==> src/rtl/bcd_pkg.sv <==
`default_nettype none
// +----------------------------------------------------------------------+
// | bcd_pkg : shared constants, state enum and segment decode helper     |
// | Revision: 1.0                                                        |
// +----------------------------------------------------------------------+
package bcd_pkg;

  // Active-low segment patterns, bit order {g,f,e,d,c,b,a}
  localparam logic [6:0] SEG_BLANK = 7'h7F;
  localparam logic [6:0] SEG_E     = 7'h06;
  localparam logic [6:0] SEG_0     = 7'h40;
  localparam logic [6:0] SEG_1     = 7'h79;
  localparam logic [6:0] SEG_2     = 7'h24;
  localparam logic [6:0] SEG_3     = 7'h30;
  localparam logic [6:0] SEG_4     = 7'h19;
  localparam logic [6:0] SEG_5     = 7'h12;
  localparam logic [6:0] SEG_6     = 7'h02;
  localparam logic [6:0] SEG_7     = 7'h78;
  localparam logic [6:0] SEG_8     = 7'h00;
  localparam logic [6:0] SEG_9     = 7'h10;

  // Active-low digit enables, an[0] = units, an[1] = tens
  localparam logic [1:0] AN_UNITS = 2'b10;
  localparam logic [1:0] AN_TENS  = 2'b01;
  localparam logic [1:0] AN_OFF   = 2'b11;

  typedef enum logic {
    IDLE = 1'b0,
    SHOW = 1'b1
  } state_e;

  function automatic logic [6:0] digit_to_seg(input logic [3:0] digit);
    logic [6:0] seg;
    case (digit)
      4'd0:    seg = SEG_0;
      4'd1:    seg = SEG_1;
      4'd2:    seg = SEG_2;
      4'd3:    seg = SEG_3;
      4'd4:    seg = SEG_4;
      4'd5:    seg = SEG_5;
      4'd6:    seg = SEG_6;
      4'd7:    seg = SEG_7;
      4'd8:    seg = SEG_8;
      4'd9:    seg = SEG_9;
      default: seg = SEG_E;
    endcase
    return seg;
  endfunction

endpackage
`default_nettype wire

==> src/rtl/bcd_sum_display_bcd_to_seg7.sv <==
`default_nettype none
// +----------------------------------------------------------------------+
// | bcd_to_seg7 : combinational BCD digit to active-low 7-segment, E >9  |
// | Revision: 1.0                                                        |
// +----------------------------------------------------------------------+
module bcd_to_seg7
  import bcd_pkg::*;
(
  input  logic [3:0] digit,
  output logic [6:0] seg
);

  always_comb begin
    seg = digit_to_seg(digit);
  end

endmodule
`default_nettype wire

==> src/rtl/bcd_sum_display.sv <==
`default_nettype none
// +----------------------------------------------------------------------+
// | bcd_sum_display : captures a 0..19 BCD sum and scans it onto a       |
// | 2-digit multiplexed 7-segment display. Revision: 1.0                 |
// +----------------------------------------------------------------------+
module bcd_sum_display
  import bcd_pkg::*;
#(
  parameter int REFRESH_DIV = 4
) (
  input  logic       clk,
  input  logic       rst,
  input  logic       in_valid,
  output logic       in_ready,
  input  logic       in_carry,
  input  logic [3:0] in_digit,
  output logic [1:0] an,
  output logic [6:0] seg,
  output logic       err,
  output logic       frame_done
);

  localparam int              CNT_W    = (REFRESH_DIV > 1) ? $clog2(REFRESH_DIV) : 1;
  localparam logic [CNT_W-1:0] CNT_LAST = CNT_W'(REFRESH_DIV - 1);

  state_e           state_q, state_d;
  logic             carry_q, carry_d;
  logic [3:0]       digit_q, digit_d;
  logic             err_q, err_d;
  logic [CNT_W-1:0] cnt_q, cnt_d;
  logic             sel_q, sel_d;
  logic             in_ready_q, in_ready_d;
  logic             frame_done_q, frame_done_d;

  logic             xfer;
  logic [3:0]       scan_digit;
  logic [6:0]       conv_seg;

  assign xfer = in_valid & in_ready_q;

  always_comb begin
    state_d      = state_q;
    carry_d      = carry_q;
    digit_d      = digit_q;
    err_d        = err_q;
    cnt_d        = cnt_q;
    sel_d        = sel_q;
    in_ready_d   = in_ready_q;
    frame_done_d = 1'b0;

    case (state_q)
      IDLE: begin
        if (xfer) begin
          state_d    = SHOW;
          carry_d    = in_carry;
          digit_d    = in_digit;
          err_d      = (in_digit > 4'd9);
          cnt_d      = '0;
          sel_d      = 1'b0;
          in_ready_d = 1'b0;
        end
      end
      SHOW: begin
        if (cnt_q == CNT_LAST) begin
          cnt_d = '0;
          sel_d = ~sel_q;
          // Leaving the tens slot completes a frame and reopens the input
          if (sel_q) begin
            frame_done_d = 1'b1;
            in_ready_d   = 1'b1;
          end
        end else begin
          cnt_d = cnt_q + CNT_W'(1);
        end
        // A new capture restarts the scan but never suppresses frame_done
        if (xfer) begin
          carry_d    = in_carry;
          digit_d    = in_digit;
          err_d      = (in_digit > 4'd9);
          cnt_d      = '0;
          sel_d      = 1'b0;
          in_ready_d = 1'b0;
        end
      end
      default: begin
        state_d = IDLE;
      end
    endcase
  end

  always_ff @(posedge clk) begin
    if (rst) begin
      state_q      <= IDLE;
      carry_q      <= 1'b0;
      digit_q      <= 4'd0;
      err_q        <= 1'b0;
      cnt_q        <= '0;
      sel_q        <= 1'b0;
      in_ready_q   <= 1'b1;
      frame_done_q <= 1'b0;
    end else begin
      state_q      <= state_d;
      carry_q      <= carry_d;
      digit_q      <= digit_d;
      err_q        <= err_d;
      cnt_q        <= cnt_d;
      sel_q        <= sel_d;
      in_ready_q   <= in_ready_d;
      frame_done_q <= frame_done_d;
    end
  end

  // Tens slot feeds the carry through the shared decoder so "1" comes for free
  assign scan_digit = sel_q ? {3'b000, carry_q} : digit_q;

  bcd_to_seg7 u_bcd_to_seg7 (
    .digit (scan_digit),
    .seg   (conv_seg)
  );

  always_comb begin
    an  = AN_OFF;
    seg = SEG_BLANK;
    if (state_q == SHOW) begin
      if (!sel_q) begin
        an  = AN_UNITS;
        seg = conv_seg;
      end else if (carry_q) begin
        an  = AN_TENS;
        seg = conv_seg;
      end
    end
  end

  assign in_ready   = in_ready_q;
  assign err        = err_q;
  assign frame_done = frame_done_q;

endmodule
`default_nettype wire

==> config.mk <==
export PLATFORM = sky130hd
export DESIGN_NAME = bcd_sum_display
export DESIGN_NICKNAME = d
export VERILOG_FILES = /design/src/rtl/bcd_pkg.sv /design/src/rtl/bcd_sum_display_bcd_to_seg7.sv /design/src/rtl/bcd_sum_display.sv
export SDC_FILE = /design/constraint.sdc
export NUM_CORES = 1
export LEC_CHECK = 0
export BUFFER_PORTS_ARGS = -buffer_cell sky130_fd_sc_hd__buf_2
export CAP_MARGIN = 20
export CORE_MARGIN = 4
export CORE_UTILIZATION = 49
export CTS_CLUSTER_SIZE = 12
export DETAILED_ROUTE_END_ITERATION = 6
export HOLD_SLACK_MARGIN = 0.1
export PLACE_DENSITY_LB_ADDON = 0.3
export SLEW_MARGIN = 5
export SYNTH_ARGS = -nofsm -noshare
export SYNTH_HDL_FRONTEND = slang
export SYNTH_SLANG_ARGS = --single-unit
==> constraint.sdc <==
create_clock -name clk -period 1.62 [get_ports clk]
set_input_delay 0 -clock clk [delete_from_list [all_inputs] [get_ports clk]]
set_output_delay 0 -clock clk [all_outputs]
set_load 0.02 [all_outputs]
# Yosys cells after proc, flatten, opt, wreduce, memory -nomap -nowiden
# Memories as Yosys holds them, arrays and structs flattened.
# Index checks and enable logic that the tools add are counted.
# op_classes
n_bitwise	4
n_reduce_logical	3
eq_ne	4
muxes	25
n_addsub	1
order_cmp	1
# ops
operator	n
$mux 7	3
$mux 2	6
$mux 1	11
$mux 4	2
$ne 3x1->1 const B	2
$gt 4x4->1 const B	1
$pmux 1 s2	2
$pmux 2 s2	1
$not 1->1	3
$reduce_and 3->1	1
$reduce_or 3->1	1
$add 2x1->2 const B	1
$eq 2x2->1 const B	1
$ne 2x2->1 const B	1
$reduce_and 2->1	1
$and 1x1->1	1
# totals
out_inout_bits	12
rom_bits	112
register_bits	12
input_bits	8
n_memories	1
# mem_list
memory	depth	word_bits	read_ports	rd_ports_with_merged_regs	wr	line_no	source
(no name shown)	16	7	1	0	0	bcd_pkg.sv:34	case (digit)

# Logic depth before layout (Yosys ltp)
# Gate-level depths: netlist of the first run.
# An unclocked memory read counts as a cell.
# depth
ltp_word	5
mapped_depth	8

# Hierarchy
# From an unflattened synthesis of the first run, not the netlist that was laid out.
# hier_totals
cells_unflattened	94
hier_area_um2	803.3
# modules_own_cells
module	seq_area_each_um2	cells_each	area_each_um2	n_inst
bcd_sum_display	240.2	67	616.8	1
bcd_to_seg7	0.0	27	186.4	1

# Worst setup path after synthesis of the first run
# No wires, ideal clock.
# synth_path
path_kind	flip-flop to output port
startpoint	register sel_q
endpoint	output port seg[0]
path_stages_with_launch	8
path_slack_ns	-0.006
n_path_buf	1
arrival_time_ns	1.626
cell_sequence	dfxtp_1 buf_4 mux2i_1 inv_1 ha_1 nand2b_1 a21boi_0 o21ai_1
# synth_between
elab_chain_len	5
# synth_lines
element	line_no	source
start, declared	bcd_sum_display.sv:31	logic sel_q, sel_d;
start signal, assigned	bcd_sum_display.sv:107	sel_q <= sel_d;
$mux 4	bcd_sum_display.sv:114	assign scan_digit = sel_q ? {3'b000, carry_q} : digit_q;
$mem_v2 16x7	n/a	
$mux 7	bcd_sum_display.sv:128	end else if (carry_q) begin
$mux 7 (*)	bcd_sum_display.sv:125	if (!sel_q) begin
$mux 7 (*)	bcd_sum_display.sv:124	if (state_q == SHOW) begin
end, declared	bcd_sum_display.sv:18	output logic [6:0] seg,
# Every way passes the cells marked *; elsewhere a longest branch is shown, timed or not.

# Final worst setup path of the first run
# layout_path
startpoint	register sel_q
endpoint	output port seg[5]
# The elaborated chain is that of the path after synthesis.

==> impl_metrics.env, run 1 <==
export IMPL_status="finished, violations left"
export IMPL_violations="setup timing"
export IMPL_synth_top_family_by_area="compound AO/OA/AOI/OAI gates"
export IMPL_holdCritStartpoint="in_valid"
export IMPL_path_clk_slew_ps=80
export IMPL_design_area_sq_um=1087
export IMPL_synth_area_per_cell_sq_um=7.800
export IMPL_drv_slew=0
export IMPL_fin_skew_ps=4.076
export IMPL_p_leak_nw=0.4765
export IMPL_h_tree_depth=1
export IMPL_io_pins=20
export IMPL_synth_top_cell_area_share_pct=32.76
export IMPL_fin_ws_ps=-127.1
export IMPL_syn_num_nets=109
export IMPL_die_h_microns=46.68
export IMPL_worstReg2RegStart="in_ready$_SDFFE_PP1P_"
export IMPL_muxShareOfSynthArea_pct=5.461
export IMPL_hold_class="in -> reg"
export IMPL_grt_max_degree=13
export IMPL_synth_edf_count=0
export IMPL_syn_inst=94
export IMPL_critPathKind="reg -> out"
export IMPL_ant_nets=0
export IMPL_setup_viol=5
export IMPL_io_buffers=19
export IMPL_dr_pass1_iters=4
export IMPL_clock_latency_ps=270
export IMPL_synth_xor_area_share_pct=1.195
export IMPL_peakVddDrop_uv=591.4
export IMPL_routed_via_count=790
export IMPL_synth_main_ff_cell="dfxtp_1"
export IMPL_cp_end_kind="output pin"
export IMPL_root_buffer="clkbuf_4"
export IMPL_cts_buffer_depth=2
export IMPL_place_area_sq_um=854.6
export IMPL_antenna_cells=0
export IMPL_tightest_slew_ps=371.5
export IMPL_routed_wl_microns=2122
export IMPL_yosys_area_top_type="dfxtp_1"
export IMPL_start_kind="register"
export IMPL_die_x_microns=46.68
export IMPL_clock_sinks=12
export IMPL_track_usage_pct=23.13
export IMPL_max_stage_delay_ps=360
export IMPL_holdWs_ps=170.4
export IMPL_grt_overflow_total=0
export IMPL_rsz0062_at_grt="true"
export IMPL_synth_area_sq_um=733.2
export IMPL_ys_async_sr_fraction_pct=0
export IMPL_synthSimpleGateAreaFrac_pct=20.82
export IMPL_worstPathMaxFanout=3
export IMPL_gp_congestion=0.8596
export IMPL_drc=0
export IMPL_die_area_sq_um=2179
export IMPL_drt_initial_drc_count=14
export IMPL_slew_headroom_pct=75.20
export IMPL_synth_compound_area_share_pct=21.16
export IMPL_synthTopCellsByArea="dfxtp_1, ha_1, a21oi_1"
export IMPL_cpMostUsedCell="buf_4"
export IMPL_grt_pass1_wl_microns=3450
export IMPL_finalCritPeriodShare_pct=107.8
export IMPL_cp_required_ps=1620
export IMPL_fill_cells=90
export IMPL_cap_violations=0
export IMPL_yosysUniqueCellTypes=27
export IMPL_vias_per_cell=5.486
export IMPL_yosysSeqAreaShare_pct=32.76
export IMPL_worstPathArrival_ps=1750
export IMPL_crit_slowest_cell="dfxtp_4"
export IMPL_cts_tree="done"
export IMPL_start_util_pct=54.31
export IMPL_core_area_sq_um=1350
export IMPL_area_growth_pct=48.29
export IMPL_grt_pass1_vias=788
export IMPL_cts_made_buffers=3
export IMPL_row_count=13
export IMPL_antenna_found_initial=0
export IMPL_hpwl_microns=1176
export IMPL_power_density_cell_area_nw_per_um2=724.4
export IMPL_ys_warnings_count=0
export IMPL_ys_ff_latch=12
export IMPL_crit_start="sel_q$_SDFFE_PP0P_"
export IMPL_drive_above_1_share_pct=34.88
export IMPL_netlist_top_cells_count="a21oi_1, nand2_1, dfxtp_1"
export IMPL_fin_tns_setup_ps=-429.5
export IMPL_period_minus_slack_ps=1747
export IMPL_hold_viol_final=0
export IMPL_wl_per_cell_microns=14.74
export IMPL_worstPathCellList="mux2i_2 -> buf_4 -> buf_4 -> ha_4 -> nor2_1 -> a21oi_1 -> o221ai_1 -> buf_4"
export IMPL_synth_fa_ha_area_share_pct=11.95
export IMPL_clock_fmax_ghz=0.5724
export IMPL_pre_cts_slack_ps=114.4
export IMPL_nets=145
[through the flow]
stage / power (mW) / utilization (%) / std cells
2_1_floorplan: 0.4490 / - / 94
3_3_place_gp: 0.4960 / 63.30 / 127
3_5_place_dp: 0.5003 / 63.30 / 127
4_1_cts: 0.7697 / 77.85 / 144
5_1_grt: 0.8246 / 80.54 / 144
6_report: 0.7877 / 80.54 / 144
[repair_timing]
action,4_1_cts,5_1_grt
buffers inserted,2,0
gates cloned,0,0
hold endpoints to repair,11,0
pin swaps,3,3
hold buffers,11,0
endpoints found under the setup margin,6,12
gates resized for setup,10,12
[worst max-delay path: cells and delay by family (launching register included)]
kind,cells,cell delay [ps]
simple gates,1,50
fa+ha+maj,1,130
compound gates,2,240
mux,1,220
flops,1,360
buf+inv,3,460
[kinds of logic after synthesis]
family          count (synthesis)
flops                          12
fa+ha+maj                       7
xor+xnor                        1
simple gates                   33
mux                             4
compound gates                 27
buf+inv                        10
[worst paths after layout]
path                                                end  slack, ps  cells past startpoint
worst min-delay path                   err$_SDFFE_PP0P_        170                      4
worst max register to register  digit_q[1]$_SDFFE_PP0P_        110                      4
worst min register to register         err$_SDFFE_PP0P_        470                      2
worst max-delay path                             seg[5]       -130                      8
[report_power, final]
part           switching [mW]  internal [mW]  total (mW)
Sequential             0.0187          0.308       0.327
Clock                  0.0980          0.137       0.235
Combinational           0.119          0.107       0.226
[routing by layer]
| layer | global-route usage [%] | routed length (microns) | part of all wire [%] | vias to the layer above |
|---|---|---|---|---|
| met5 | 0 | 0 | 0 | - |
| met4 | 13.26 | 59 | 2.8 | 0 |
| met3 | 4.297 | 97 | 4.6 | 6 |
| met2 | 40.66 | 1092 | 51 | 26 |
| met1 | 25.52 | 873 | 41 | 371 |
| li1 | - | - | - | 387 |
[final cells by class]
class / instances / area, sq um / share of cell area (%)
clock buffer: 4 / 36.28 / 3.337
inverter: 4 / 15.01 / 1.381
multi-input combinational: 72 / 500.5 / 46.03
sequential: 12 / 244.0 / 22.44
tap: 15 / 18.77 / 1.726
timing repair buffer: 37 / 272.8 / 25.09
[flip-flops by register name (all words and copies together), names as in the netlist]
signal      count
frame_done      1
carry_q         1
digit_q         4
err             1
in_ready        1
cnt_q           2
sel_q           1
state_q         1
[layout by cell type, fill, tap and decap left out, drive strengths merged]
| master | instances |
|---|---|
| o21ai | 5 |
| o221ai | 1 |
| inv | 4 |
| buf | 26 |
| nand2b | 3 |
| ha | 7 |
| dfxtp | 12 |
| dlygate4sd3 | 11 |
| nand2 | 14 |
| nor2 | 7 |
| xnor2 | 1 |
| a21boi | 1 |
| and2 | 1 |
| clkbuf | 4 |
| o21bai | 2 |
| a21oi | 14 |
| nor2b | 2 |
| mux2i | 4 |
| or3b | 1 |
| a31oi | 1 |
| o21a | 2 |
| nor3 | 3 |
| o211ai | 1 |
| nand3 | 2 |
(Power assumes the default switching activity.)
==> inputs of run 2 (changes only) <==
Settings changed: CORE_UTILIZATION 49 to 51, PLACE_DENSITY_LB_ADDON 0.3 to 0.12, SYNTH_HIERARCHICAL set to 1.
==> run 2 against run 1 <==
  * The flow still finishes with violations (setup timing)
  * Final area rose by 15%
  * Critical path depth unchanged
  * First-iteration DRC count down 50%
  * Flip-flop and latch count is the same
  * Final cell count up 2.1%
  * Hold slack worse by 13 ps
  * Non-clock buffer count rose by 5
  * Highest routed layer unchanged
==> impl_metrics.env, run 2 <==
export IMPL_holdWs_ps=157.5
export IMPL_ant_nets=0
export IMPL_holdCritStartpoint="in_valid"
export IMPL_worstPathMaxFanout=3
export IMPL_status="finished, violations left"
export IMPL_synth_top_cell_area_share_pct=29.91
export IMPL_worstPathCellList="mux2_4 -> inv_4 -> buf_6 -> ha_4 -> or2_1 -> a21oi_2 -> nand3b_1 -> buf_6"
export IMPL_finalCritPeriodShare_pct=108.0
export IMPL_ys_ff_latch=12
export IMPL_yosysUniqueCellTypes=26
export IMPL_r2r_slack_ps=210
export IMPL_io_pins=20
export IMPL_grt_max_degree=18
export IMPL_netlist_top_cells_count="a21oi_1, dfxtp_1, nand3b_1"
export IMPL_finalNonFillerCells=147
export IMPL_synthTopCellsByArea="dfxtp_1, ha_1, a21oi_1"
export IMPL_largest_reg_flops=4
export IMPL_fin_ws_ps=-129.8
export IMPL_cap_violations=0
export IMPL_routed_via_count=779
export IMPL_crit_slowest_cell="dfxtp_2"
export IMPL_nets=147
export IMPL_hold_class="in -> reg"
export IMPL_cts_buffer_depth=2
export IMPL_top_regs="digit_q (4), cnt_q (2)"
export IMPL_drt_initial_drc_count=7
export IMPL_h_tree_depth=1
export IMPL_place_area_sq_um=917.1
export IMPL_gp_congestion=0.8250
export IMPL_synth_most_common_cell="a21oi_1"
export IMPL_yosys_area_top_type="dfxtp_1"
export IMPL_final_core_util_pct=84.29
export IMPL_antenna_found_initial=0
export IMPL_tightest_slew_ps=291.3
export IMPL_area_growth_pct=56.23
export IMPL_path_buf_inv=3
export IMPL_cp_required_ps=1620
export IMPL_max_stage_delay_ps=330
export IMPL_ys_warnings_count=6
export IMPL_die_x_microns=47.69
export IMPL_drive_above_1_share_pct=45.04
export IMPL_met2_usage_pct=30.34
export IMPL_grt_pass1_vias=663
export IMPL_fin_skew_ps=3.898
export IMPL_busiest_layer="met2"
export IMPL_rsz0062_at_grt="true"
export IMPL_ys_async_sr_fraction_pct=0
export IMPL_hpwl_microns=1182
export IMPL_routed_wl_microns=1913
export IMPL_vias_per_cell=5.299
export IMPL_critPathTopFamily="simple AND/OR/NAND/NOR gates"
export IMPL_hold_viol_final=0
export IMPL_synth_edf_count=0
export IMPL_die_h_microns=47.69
export IMPL_layout_common_cells="buf_2, dlygate4sd3_1, a21oi_1, dfxtp_1, buf_6"
export IMPL_wl_per_cell_microns=13.01
export IMPL_drc=0
export IMPL_holdPathStages=3
export IMPL_track_usage_pct=17.40
export IMPL_cpMostUsedCell="buf_6"
export IMPL_path_clk_slew_ps=70
export IMPL_rr_endpoint="digit_q[1]$_SDFFE_PP0P_"
export IMPL_start_kind="register"
export IMPL_start_util_pct=53.95
export IMPL_slew_headroom_pct=80.58
export IMPL_power_density_cell_area_nw_per_um2=599.9
export IMPL_root_buffer="clkbuf_4"
export IMPL_grt_overflow_total=0
export IMPL_fin_tns_setup_ps=-634.7
export IMPL_antenna_cells=0
export IMPL_io_buffers=19
export IMPL_peakVddDrop_uv=547.6
export IMPL_yosysSeqAreaShare_pct=29.91
export IMPL_cts_tree="done"
export IMPL_setup_viol=7
export IMPL_grt_use_met3_pct=3.008
export IMPL_pre_cts_slack_ps=39.05
export IMPL_clock_fmax_ghz=0.5715
export IMPL_syn_inst=94
export IMPL_dp_cells=128
export IMPL_synth_area_sq_um=803.3
export IMPL_synth_main_ff_cell="dfxtp_1"
export IMPL_power_mw=0.7528
export IMPL_worstReg2RegStart="in_ready$_SDFFE_PP1P_"
export IMPL_cts_made_buffers=3
export IMPL_period_minus_slack_ps=1750
export IMPL_core_area_sq_um=1489
export IMPL_drv_slew=0
export IMPL_violations="setup timing"
export IMPL_rr_worst_depth=3
export IMPL_design_area_sq_um=1255
export IMPL_syn_num_nets=108
export IMPL_clock_latency_ps=260
export IMPL_p_leak_nw=0.5280
export IMPL_grt_pass1_wl_microns=2739
export IMPL_final_common_cell="buf_2"
export IMPL_critPathKind="reg -> out"
export IMPL_clock_sinks=12
export IMPL_die_area_sq_um=2274
export IMPL_synth_area_per_cell_sq_um=8.545
export IMPL_row_count=14
export IMPL_min_to="err$_SDFFE_PP0P_"
export IMPL_cp_end_kind="output pin"
export IMPL_use_met1_pct=18.65
export IMPL_dr_pass1_iters=4
export IMPL_worstPathArrival_ps=1750
export IMPL_top_register="digit_q"
-- run 2: changes by cell type after synthesis, sizes merged, moves of 3 or more --
cell | previous run | this run
nand2b | 3 | 7
nor3 | 3 | 0
o21ai | 5 | 0
nand3b | 0 | 8
nand2 | 14 | 2
nand3 | 2 | 7
a21bo | 0 | 7
-- run 2: worst max-delay path by stage --
stage / start / end / slack [ps] / cells past startpoint
after floorplan: sel_q$_SDFFE_PP0P_ / seg[3] / 8 / 7
after global placement: sel_q$_SDFFE_PP0P_ / seg[5] / 60 / 8
after detailed placement: sel_q$_SDFFE_PP0P_ / seg[5] / 40 / 8
after CTS: sel_q$_SDFFE_PP0P_ / seg[5] / -110 / 8
after global routing: sel_q$_SDFFE_PP0P_ / seg[6] / -220 / 7
final: sel_q$_SDFFE_PP0P_ / seg[5] / -130 / 8
-- run 2: kinds of logic (layout without fill, tap and decap cells) --
kind of cell	count (synthesis)	in the layout	synth area share, %
adder cells (fa/ha/maj)	6	6	9.346
AND/OR/NAND/NOR	36	36	26.01
buffers and inverters	11	48	8.099
AO/OA/AOI/OAI	26	26	22.74
multiplexers	3	3	3.894
flip-flops	12	12	29.91
-- run 2: timing repair --
action	in CTS	in global routing
setup endpoints to repair	7	12
pin swaps	4	7
hold buffers	11	0
resized for setup	22	19
endpoints found under the hold margin	9	0
setup buffers	2	3
-- run 2: where the power goes --
| group | switching (mW) | internal (mW) | leakage, nW |
|---|---|---|---|
| clock | 0.0872 | 0.0857 | 0.0138 |
| combinational | 0.116 | 0.140 | 0.416 |
| sequential | 0.0147 | 0.309 | 0.0987 |
-- run 2: final cells by class --
cell class	count	area, sq um
clock buffers	3	22.52
well taps	16	20.02
inverters	3	13.76
flip-flops and latches	12	242.7
fillers	92	234.0
multi-input cells	71	593.1
repair buffers	42	362.8
-- run 2: worst reg2reg max path, cell delays in order (launching register included) --
cell and delay, ps:
dfxtp_2 500, a21bo_2 180, a21oi_1 60, dlygate4sd3_1 560
-- run 2: routing by layer --
metal,vias to the layer above,wire (microns)
met4,0,57
met3,6,73
met1,353,787
li1,398,-
met2,22,995
met5,-,0
==> inputs of run 3 (changes only) <==
Clock period 1.62 ns to 1.7 ns, I/O delays scaled along.
==> run 3 against run 2 <==
  * The run still ends with setup timing left
  * Utilization fell by 5.8 points
  * Via count fell by 2.8%
  * Clock power grew 32%
  * Register-to-register slack worse by 110 ps
  * Die area is the same
  * Total power down 0.26%
  * Routed wire length fell by 8.6%
  * Critical path depth shrank 1
==> impl_metrics.env, run 3 (synthesized netlist as in run 2, its figures left out) <==
export IMPL_status="finished, violations left"
export IMPL_violations="setup timing"
export IMPL_ant_nets=0
export IMPL_cts_tree="done"
export IMPL_crit_slowest_cell="dfxtp_2"
export IMPL_swShare_pct=28.33
export IMPL_slew_headroom_pct=64.33
export IMPL_worstPathCellList="mux2_4 -> inv_4 -> ha_4 -> nand2b_4 -> a21oi_2 -> nand3b_1 -> buf_6"
export IMPL_holdPathStages=3
export IMPL_seq_area_sq_um=241.5
export IMPL_antenna_cells=0
export IMPL_top_regs="digit_q (4), cnt_q (2)"
export IMPL_max_stage_delay_ps=350
export IMPL_die_x_microns=47.69
export IMPL_critPathKind="reg -> out"
export IMPL_grt_pass1_vias=662
export IMPL_critPathTopFamily="flip-flops"
export IMPL_rr_worst_depth=3
export IMPL_core_area_sq_um=1489
export IMPL_period_minus_slack_ps=1725
export IMPL_hpwl_microns=1132
export IMPL_clock_fmax_ghz=0.5798
export IMPL_grt_overflow_total=0
export IMPL_top_register="digit_q"
export IMPL_tightest_slew_ps=534.3
export IMPL_io_pins=20
export IMPL_h_tree_depth=1
export IMPL_peakVddDrop_uv=567.8
export IMPL_clkPwrFrac_pct=30.4
export IMPL_cts_made_buffers=3
export IMPL_clock_sinks=12
export IMPL_worstPathArrival_ps=1720
export IMPL_die_area_sq_um=2274
export IMPL_fin_skew_ps=0.6930
export IMPL_area_growth_pct=45.48
export IMPL_grt_max_degree=18
export IMPL_io_buffers=19
export IMPL_worst_path_stages=7
export IMPL_row_count=14
export IMPL_drv_slew=0
export IMPL_hold_viol_final=0
export IMPL_drc=0
export IMPL_finalCritPeriodShare_pct=101.5
export IMPL_finalNonFillerCells=144
export IMPL_wl_per_cell_microns=12.14
export IMPL_setup_viol=2
export IMPL_layout_common_cells="buf_2, a21oi_1, dfxtp_1, dlygate4sd3_1, nand3b_1"
export IMPL_track_usage_pct=17.41
export IMPL_path_buf_inv=2
export IMPL_grt_pass1_wl_microns=2787
export IMPL_power_density_cell_area_nw_per_um2=642.6
export IMPL_p_leak_nw=0.4986
export IMPL_drt_initial_drc_count=11
export IMPL_fill_cells=104
export IMPL_rsz0062_at_grt="true"
export IMPL_worstPathMaxFanout=4
export IMPL_dr_pass1_iters=4
export IMPL_cp_required_ps=1700
export IMPL_start_util_pct=53.95
export IMPL_cp_end_kind="output pin"
export IMPL_routed_via_count=757
export IMPL_hold_class="in -> reg"
export IMPL_start_kind="register"
export IMPL_cts_buffer_depth=2
export IMPL_path_clk_slew_ps=80
export IMPL_multi_input_area_sq_um=554.3
export IMPL_routed_wl_microns=1748
export IMPL_cap_violations=0
export IMPL_intPower_mw=0.5381
export IMPL_nets=143
export IMPL_power_mw=0.7509
export IMPL_power_switching_mw=0.2128
export IMPL_final_common_cell="buf_2"
export IMPL_dp_cells=126
export IMPL_vias_per_cell=5.257
export IMPL_antenna_found_initial=0
export IMPL_clock_latency_ps=270
export IMPL_largest_reg_flops=4
export IMPL_power_share_combinational_pct=28.5
export IMPL_drive_above_1_share_pct=39.06
export IMPL_fin_ws_ps=-24.81
export IMPL_seq_power_share_pct=41.1
export IMPL_die_h_microns=47.69
export IMPL_root_buffer="clkbuf_4"
export IMPL_gp_congestion=0.7854
-- run 3: changes by cell type in the layout (fill, tap and decap cells not counted), moves of 2 or more --
cell   previous run  this run
buf_6            10         6
ha_1              2         4
ha_4              4         2
buf_2            12        14
-- run 3: through the flow --
| stage | util, % | worst slack [ps] | hold slack, ps | setup TNS, ps | cell area (sq um) |
|---|---|---|---|---|---|
| final | 78.49 | -24.81 | 115.5 | -25.74 | 1169 |
| after global routing | 78.49 | -92.15 | 138.9 | -363.7 | 1169 |
| after CTS | 76.05 | -25.78 | 113.0 | -43.76 | 1132 |
| after detailed placement | 60.59 | 86.16 | 259.0 | 0 | 902.1 |
| after global placement | 60.59 | 145.0 | 251.8 | 0 | 902.1 |
| after floorplan | - | 87.94 | 147.5 | 0 | 803.3 |
-- run 3: per-layer routing --
layer / GRT usage [%] / wire length, microns / up-vias
li1: - / - / 400
met1: 19.59 / 741 / 332
met2: 31.13 / 910 / 21
met3: 3.383 / 71 / 4
met4: 8.065 / 25 / 0
met5: 0 / 0 / -
-- run 3: layout make-up --
class                           count  share of cell area, %
Inverter                            3                  1.392
Multi-Input combinational cell     71                  47.43
Sequential cell                    12                  20.66
Clock buffer                        4                  3.105
Timing Repair Buffer               38                  25.70
Tap cell                           16                  1.713
-- run 3: worst paths after layout --
kind                    startpoint               endpoint  slack, ps
max             sel_q$_SDFFE_PP0P_                 seg[3]        -20
min reg2reg  cnt_q[0]$_SDFFE_PP0P_  cnt_q[0]$_SDFFE_PP0P_        510
min                       in_valid       err$_SDFFE_PP0P_        120
max reg2reg  in_ready$_SDFFE_PP1P_   carry_q$_SDFFE_PP0P_        100
-- run 3: worst register-to-register path: stages, from the launching register on --
cell,delay [ps]
dfxtp_1,660
a21bo_2,230
a21oi_1,50
dlygate4sd3_1,550
-- run 3: power by group through the flow --
stage / logic (mW) / registers, mW / clock network, mW
final: 0.214 / 0.309 / 0.228
after global routing: 0.232 / 0.311 / 0.252
after CTS: 0.202 / 0.308 / 0.231
after detailed placement: 0.159 / 0.315 / 0
after global placement: 0.157 / 0.314 / 0
after floorplan: 0.123 / 0.311 / 0
-- run 3: repair_timing --
| item | CTS | global route |
|---|---|---|
| setup buffers | 1 | 2 |
| hold buffers | 11 | 0 |
| endpoints found under the hold margin | 9 | 0 |
| resized for setup | 20 | 7 |
| pin swaps | 5 | 2 |
| endpoints found under the setup margin | 6 | 6 |
